[src/rtl/traffic_phase_arbiter.sv]
// traffic_phase_arbiter
// Four-approach intersection phase scheduler (N=0, E=1, S=2, W=3).
// Round-robin green hand-off on vehicle demand, bounded by minimum and
// maximum green times, followed by yellow and all-red clearance. Emergency
// requests preempt through the same yellow/all-red clearance unless the
// emergency approach already holds green. Every output is a register
// updated on the same clock edge as the state.

module traffic_phase_arbiter #(
    parameter int GREEN_MIN = 10,
    parameter int GREEN_MAX = 30,
    parameter int YELLOW_T  = 5,
    parameter int ALLRED_T  = 2,
    parameter int CW        = 5
) (
    input  logic          clk,
    input  logic          rst,
    input  logic          tick,
    input  logic [3:0]    req,
    input  logic [3:0]    emrg_req,
    output logic [3:0]    green,
    output logic [3:0]    yellow,
    output logic          all_red,
    output logic [1:0]    cur_dir,
    output logic          preempt_active,
    output logic [CW-1:0] count
);

    typedef enum logic [2:0] {
        ST_IDLE    = 3'd0,
        ST_GREEN   = 3'd1,
        ST_YELLOW  = 3'd2,
        ST_ALLRED  = 3'd3,
        ST_PREEMPT = 3'd4
    } state_t;

    // A phase of T ticks ends on the tick cycle that sees count == T-1.
    localparam logic [CW-1:0] GMIN_LAST  = CW'(GREEN_MIN - 1);
    localparam logic [CW-1:0] GMAX_LAST  = CW'(GREEN_MAX - 1);
    localparam logic [CW-1:0] YEL_LAST   = CW'(YELLOW_T - 1);
    localparam logic [CW-1:0] RED_LAST   = CW'(ALLRED_T - 1);
    localparam logic [CW-1:0] CNT_SAT    = {CW{1'b1}};

    state_t        state_r;
    logic [1:0]    last_served_r;

    logic [1:0]    rr_pick_s;
    logic [1:0]    emrg_pick_s;
    logic [CW-1:0] count_inc_s;
    logic          other_req_s;
    logic          other_emrg_s;
    logic          gmin_hit_s;
    logic          gmax_hit_s;
    logic          yel_done_s;
    logic          red_done_s;

    function automatic logic [3:0] dir_onehot(input logic [1:0] d);
        dir_onehot = 4'b0001 << d;
    endfunction

    // Round-robin pick: nearest requesting approach after last_served, wrapping.
    always_comb begin
        logic [1:0] cand;
        rr_pick_s = 2'd0;
        cand      = 2'd0;
        for (int i = 4; i >= 1; i--) begin
            cand = last_served_r + 2'(i);
            if (req[cand]) begin
                rr_pick_s = cand;
            end else begin
                rr_pick_s = rr_pick_s;
            end
        end
    end

    // Emergency pick: fixed priority, lowest index wins.
    always_comb begin
        emrg_pick_s = 2'd0;
        for (int i = 3; i >= 0; i--) begin
            if (emrg_req[i]) begin
                emrg_pick_s = 2'(i);
            end else begin
                emrg_pick_s = emrg_pick_s;
            end
        end
    end

    // Saturating tick counter increment and phase-limit detection.
    always_comb begin
        if (count == CNT_SAT) begin
            count_inc_s = count;
        end else begin
            count_inc_s = count + CW'(1);
        end
        other_req_s  = |(req & ~dir_onehot(cur_dir));
        other_emrg_s = |(emrg_req & ~dir_onehot(cur_dir));
        gmin_hit_s   = tick && (count >= GMIN_LAST);
        gmax_hit_s   = tick && (count >= GMAX_LAST);
        yel_done_s   = tick && (count >= YEL_LAST);
        red_done_s   = tick && (count >= RED_LAST);
    end

    // Phase state machine with registered lamp outputs.
    always_ff @(posedge clk or negedge rst) begin
        if (!rst) begin
            state_r        <= ST_IDLE;
            green          <= 4'b0000;
            yellow         <= 4'b0000;
            all_red        <= 1'b1;
            cur_dir        <= 2'd0;
            last_served_r  <= 2'd3;
            preempt_active <= 1'b0;
            count          <= {CW{1'b0}};
        end else begin
            if (tick) begin
                count <= count_inc_s;
            end else begin
                count <= count;
            end
            case (state_r)
                ST_IDLE, ST_ALLRED: begin
                    if ((state_r == ST_IDLE) || red_done_s) begin
                        if (|emrg_req) begin
                            state_r        <= ST_PREEMPT;
                            cur_dir        <= emrg_pick_s;
                            green          <= dir_onehot(emrg_pick_s);
                            yellow         <= 4'b0000;
                            all_red        <= 1'b0;
                            preempt_active <= 1'b1;
                            count          <= {CW{1'b0}};
                        end else if (|req) begin
                            state_r        <= ST_GREEN;
                            cur_dir        <= rr_pick_s;
                            last_served_r  <= rr_pick_s;
                            green          <= dir_onehot(rr_pick_s);
                            yellow         <= 4'b0000;
                            all_red        <= 1'b0;
                            preempt_active <= 1'b0;
                            count          <= {CW{1'b0}};
                        end else if (state_r == ST_ALLRED) begin
                            state_r <= ST_IDLE;
                            count   <= {CW{1'b0}};
                        end else begin
                            state_r <= ST_IDLE;
                        end
                    end else begin
                        state_r <= state_r;
                    end
                end
                ST_GREEN: begin
                    if (emrg_req[cur_dir]) begin
                        // Emergency approach already green: keep lamps, no clearance.
                        state_r        <= ST_PREEMPT;
                        preempt_active <= 1'b1;
                        count          <= {CW{1'b0}};
                    end else if (other_emrg_s ||
                                 (other_req_s && (gmax_hit_s ||
                                                  (gmin_hit_s && !req[cur_dir])))) begin
                        state_r <= ST_YELLOW;
                        green   <= 4'b0000;
                        yellow  <= dir_onehot(cur_dir);
                        count   <= {CW{1'b0}};
                    end else begin
                        state_r <= ST_GREEN;
                    end
                end
                ST_YELLOW: begin
                    if (yel_done_s) begin
                        state_r <= ST_ALLRED;
                        yellow  <= 4'b0000;
                        all_red <= 1'b1;
                        count   <= {CW{1'b0}};
                    end else begin
                        state_r <= ST_YELLOW;
                    end
                end
                ST_PREEMPT: begin
                    if (!emrg_req[cur_dir]) begin
                        state_r        <= ST_YELLOW;
                        green          <= 4'b0000;
                        yellow         <= dir_onehot(cur_dir);
                        preempt_active <= 1'b0;
                        count          <= {CW{1'b0}};
                    end else begin
                        state_r <= ST_PREEMPT;
                    end
                end
                default: begin
                    // Unreachable encoding: fall back to a safe all-red idle.
                    state_r        <= ST_IDLE;
                    green          <= 4'b0000;
                    yellow         <= 4'b0000;
                    all_red        <= 1'b1;
                    preempt_active <= 1'b0;
                    count          <= {CW{1'b0}};
                end
            endcase
        end
    end

endmodule

[config.mk]
export PLATFORM = sky130hd
export DESIGN_NAME = traffic_phase_arbiter
export DESIGN_NICKNAME = d
export VERILOG_FILES = /design/src/rtl/traffic_phase_arbiter.sv
export SDC_FILE = /design/constraint.sdc
export NUM_CORES = 1
export LEC_CHECK = 0
export ABC_AREA = 1
export BUFFER_PORTS_ARGS = -buffer_cell sky130_fd_sc_hd__buf_2
export CAP_MARGIN = 20
export CORE_MARGIN = 5
export CORE_UTILIZATION = 43
export CTS_CLUSTER_SIZE = 25
export DETAILED_ROUTE_END_ITERATION = 8
export HOLD_SLACK_MARGIN = 0.06
export PLACE_DENSITY_LB_ADDON = 0.15
export SLEW_MARGIN = 20
export SYNTH_ARGS = -nofsm -noshare
export SYNTH_HDL_FRONTEND = slang
export SYNTH_SLANG_ARGS = --single-unit
[constraint.sdc]
create_clock -name clk -period 2 [get_ports clk]
set_input_delay 0.4 -clock clk [delete_from_list [all_inputs] [get_ports clk]]
set_output_delay 0.4 -clock clk [all_outputs]
set_load 0.03 [all_outputs]
### Yosys cells after proc, flatten, opt, wreduce, memory -nomap -nowiden

Index checks and enable logic that the tools add are counted.

* bits of input ports: 11
* logic and storage cells: 132
* output and inout bits: 17
* register bits after elaboration: 22

* reductions and logical operators: 24
* magnitude comparators: 9
* add/subtract/negate cells: 4
* shifts and indexed selects: 3
* bitwise operators: 6
* eq/ne operators: 12
* multiplexer cells: 66

Operators with widths (number)
* two-way mux 4 bit: 13
* two-way mux 5 bit: 10
* case mux 4 bit (4 select lines): 2
* two-way mux 2 bit: 11
* case mux 5 bit (4 select lines): 1
* two-way mux 1 bit: 16
* OR reduction 4 bit: 4
* less-than comparator 2 x 3 -> 1 bit, second input constant: 5
* binary-select mux 1 bit (select 2 bit): 6
* two-way mux 3 bit: 4
* inequality test 2 bit, second input constant: 6
* case mux 3 bit (4 select lines): 1
* AND reduction 6 bit: 2
* << shifter 1 x 2 -> 4 bit, first input constant: 3
* AND 4 bit: 2
* AND reduction 4 bit: 2
* equality test 3 x 2 -> 1 bit, second input constant: 2
* logical AND 1 bit: 6
* adder 5 x 1 -> 5 bit, second input constant: 1
* equality test 5 bit, second input constant: 1
* >= comparator 5 x 1 -> 1 bit, second input constant: 1
* >= comparator 5 x 3 -> 1 bit, second input constant: 1
* >= comparator 5 x 4 -> 1 bit, second input constant: 1
* >= comparator 5 bit, second input constant: 1
* other kinds (16): 22

### Longest topological paths before layout

* word-level depth: 11
* mapped depth: 13
* gate-level depth less buffers: 13

### Worst setup path before layout

No wires, ideal clock.

* path kind: register to register
* start point: register count[1]
* end point: register yellow[0]
* period minus slack after synthesis: 1.899 ns
* data arrival time: 1.823 ns
* data required time: 1.924 ns
* stages on the path, launching flop included: 13
* library setup time: 0.076 ns
* setup slack: 0.101 ns
* path buffers: 0
* path through: dfrtp_1 > inv_1 > ha_1 > nand3b_2 > o21ai_2 > nand2_2 > nand2_1 > inv_1 > o21ai_2 > nor2_2 > nand2_4 > nand2_1 > o21ai_1

* longest elaborated chain between the ends: 8
* elaborated cells on any way between the ends: 17
* those cells by class: order compare: 4; eq/ne: 3; reduce/logical: 10

RTL lines
* from (decl): RTL line 26 `output logic [CW-1:0] count`
* from (signal assigned): RTL line 113 `count <= {CW{1'b0}};`
* from (signal assigned): RTL line 116 `count <= count_inc_s;`
* from (signal assigned): RTL line 118 `count <= count;`
* >= comparator 5 x 4 -> 1 bit: RTL line 97 `gmin_hit_s = tick && (count >= GMIN_LAST);`
* logical AND 1 bit: RTL line 97
* logical AND 1 bit: RTL line 158 `(gmin_hit_s && !req[cur_dir])))) begin`
* logical OR 1 bit: RTL line 157 `(other_req_s && (gmax_hit_s ||`
* logical AND 1 bit: RTL line 157
* logical OR 1 bit: RTL line 156 `end else if (other_emrg_s ||`
* inequality test 2 bit (no line)
* AND reduction 6 bit (no line) *
* to (signal assigned): RTL line 161 `yellow <= dir_onehot(cur_dir);`
* to (signal assigned): RTL line 181 `yellow <= dir_onehot(cur_dir);`
* to (decl): RTL line 22 `output logic [3:0] yellow,`

Mark *: on every way between the ends. The rest lies on a longest branch, timed or not.
A chain may end at the register's enable or synchronous reset.

### Final worst setup path

* start point: register count[1]
* end point: register yellow[2]

Same word-level chain as after synthesis.

==> metrics <==
Chip Width 70.6 um; Worst Path Arrival 1.98 ns; post-route DRC violation count 0; Buffers on Ports 27; synthesized area divided by synthesized cell count 6.60 um^2; Tot GR Track Use 15.1%; clock tree from TritonCTS done; Max Root-Sink Buffers 2; DRT Wirelength 3690 um; Max Freq 562 MHz; cell count after placement 314; cells after synthesis 239; largest fanout on the critical path 8; aggregate negative setup slack 0 ns; H-tree depth reported by CTS 1; # Max-Cap Violations 0; number of global-route vias before repair 1392; proportion of netlist area held by the largest area contributor 30.2%; mean routed wirelength per cell 11.6 um; outcome complete, no violations; final standard cell count with taps included and fillers excluded 318; Site Rows 22; power density normalized to cell area 1400 nW/um^2; Starting DRT DRC Count 94; r2r startpoint count[1]; total of warnings raised by yosys 0; final cycle utilization of the critical path 88.9%; diodes inserted 0; total via count after detailed routing 1555; number of antenna violations at the first check in global routing 0; wire length of the first global-routing pass 6270 um; worst vdd rail ir drop 558 uV; net count of the mapped netlist 253; post-route antenna net violation count 0; setup repair after global routing missed its margin no; Final Hold Viols 0; worst setup path startpoint count[1]; count of clock tree sinks 22; Detailed Routing Iterations Pass 1 4; total CTS buffers 3; setup-violating endpoint count in the final report 0; placement-stage worst setup slack 0.209 ns; startpoint class of the critical path flop; dominant cell type by area after synthesis dfrtp_1; data required time of the critical path 2.20 ns; post-layout min period 1.78 ns; Setup CP Type flop to flop; Root Buffer clkbuf_8; maximum number of pins on one net before global-route repair 23; fraction of final layout cells with drive strength greater than 1 20.4%; worst hold-check path type primary input to async pin; Overflow after GRT 0; critical path capture point type flop; routability cong. 0.908; Seq/Total Area, Yosys 35.2%; number of slew-limit violations in the final report 0; total leakage power 0.00105 uW; clock latency of the later-clocked register in the worst-skew pair 0.27 ns; DPL Wire Length 2930 um; worst-case clock skew 0.00623 ns; mapped cell area 1580 um^2; net count reported at finish 285; post-DR vias/cell 4.89; Cell variety after synth 27; register bit count reported by yosys 22; effective utilization at floorplan 43.7%; Core Region 3610 um^2; count of pins on the block boundary 28; clock-pin slew on the worst setup and hold paths 0.09 ns; crit path setup slack, layout 0.222 ns; worst slew pin tran 0.505 ns; main area contributors after synthesis dfrtp_1 30%, nand2_1 20%, inv_1 8.3%, dfstp_2 5.0%, nor2_1 4.8%; Area Overhead vs Synth 16.3%; worst slew margin relative to its limit 66.3%; Die Height 70.6 um; floorplan die area 4980 um^2
-- cells in the final DEF, fill, tap and decap left out --
cell type / netlist / layout
dfrtp_1: 19 / 19
nand2_2: 6 / 6
nand3b_2: 1 / 1
nor2_1: 20 / 20
nor3_2: 1 / 1
xnor2_1: 1 / 1
dfstp_2: 3 / 3
nor3_1: 1 / 1
a31oi_1: 1 / 1
a21oi_2: 1 / 1
inv_1: 35 / 35
buf_2: 0 / 27
ha_1: 3 / 3
a21oi_1: 10 / 10
xor2_1: 2 / 2
o21ai_2: 2 / 1
nand3_1: 13 / 13
o22ai_1: 6 / 6
nand2_1: 84 / 84
o21ai_1: 4 / 4
inv_2: 3 / 3
nand4_1: 5 / 5
o21ai_4: 0 / 1
a22oi_2: 1 / 1
o2111ai_1: 2 / 2
clkbuf_8: 0 / 4
nand2_4: 1 / 1
nand3_2: 2 / 2
o21ai_0: 9 / 9
nor2_2: 3 / 3
-- layout make-up --
cell class | instances | area [um^2]
Multi-Input combinational cell | 179 | 887
Fill cell | 378 | 1770
Sequential cell | 22 | 554
Timing Repair Buffer | 27 | 135
Inverter | 38 | 143
Tap cell | 48 | 60.1
Clock buffer | 4 | 55.1
-- sequential cells by signal, summed over array words and instances (netlist names) --
register        count
count               5
green               4
yellow              4
state_r             3
cur_dir             2
last_served_r       2
all_red             1
preempt_active      1
-- worst paths after layout --
path,cells past startpoint,slack [ns],end
max in group asynchronous,1,1.55,all_red
hold reg to reg,2,0.47,all_red
hold / removal,1,0.09,yellow[0]
setup / recovery,12,0.22,yellow[2]
setup reg to reg,12,0.22,yellow[2]
min in group clk,4,0.47,cur_dir[1]
-- synthesized netlist by cell type --
library cell / count
nand2_1: 84
inv_1: 35
nor2_1: 20
dfrtp_1: 19
nand3_1: 13
a21oi_1: 10
o21ai_0: 9
nand2_2: 6
o22ai_1: 6
nand4_1: 5
o21ai_1: 4
dfstp_2: 3
ha_1: 3
inv_2: 3
nor2_2: 3
nand3_2: 2
o2111ai_1: 2
o21ai_2: 2
xor2_1: 2
a21oi_2: 1
a22oi_2: 1
a31oi_1: 1
nand2_4: 1
nand3b_2: 1
nor3_1: 1
nor3_2: 1
xnor2_1: 1
-- cell families (layout without fill, tap and decap cells) --
logic type / count (synthesis) / in the layout / synth area share (%)
AOI/OAI and AO/OA: 36 / 36 / 13.7
xor gates and xnor gates: 3 / 3 / 1.67
and+or+nand+nor: 137 / 137 / 38.1
DFF: 22 / 22 / 35.2
buffers and inverters: 38 / 69 / 9.05
adders and majority gates: 3 / 3 / 2.38
-- timing repair --
action | in CTS | in global routing
setup buffers | 0 | 0
hold buffers | 0 | 0
setup endpoints to repair | 0 | 1
resized for setup | 0 | 1
-- metrics by stage --
| step | util (%) | total power (uW) | hold WS (ns) | area [um^2] |
|---|---|---|---|---|
| 2_1_floorplan | - | 1890 | 0.104 | 1580 |
| 3_3_place_gp | 49.1 | 2230 | 0.405 | 1770 |
| 3_5_place_dp | 49.1 | 2230 | 0.399 | 1770 |
| 4_1_cts | 50.7 | 2570 | 0.103 | 1830 |
| 5_1_grt | 50.9 | 2820 | 0.121 | 1830 |
| 6_report | 50.9 | 2570 | 0.0855 | 1830 |
-- power by group --
group,switching (uW),total (uW),internal (uW),leakage [uW]
clock network,157,333,176,0.0000288
registers,137,739,602,0.000285
logic,1030,1500,466,0.000738
-- critical path, cell delays in order, from the launching register on --
cell,delay [ns]
dfrtp_1,0.38
inv_1,0.10
ha_1,0.18
nand3b_2,0.24
o21ai_4,0.18
nand2_2,0.10
nand2_1,0.10
inv_1,0.07
o21ai_2,0.07
nor2_2,0.06
nand2_4,0.10
nand2_1,0.05
o21ai_1,0.07
-- metal layers --
layer | part of all wire [%] | track usage, % | vias up
li1 | - | - | 826
met1 | 50 | 21.7 | 692
met2 | 45 | 23.6 | 32
met3 | 4.4 | 3.41 | 5
met4 | 0.84 | 3.13 | 0
met5 | 0 | 0 | -
No activity file was read; power rests on OpenSTA's default activity.
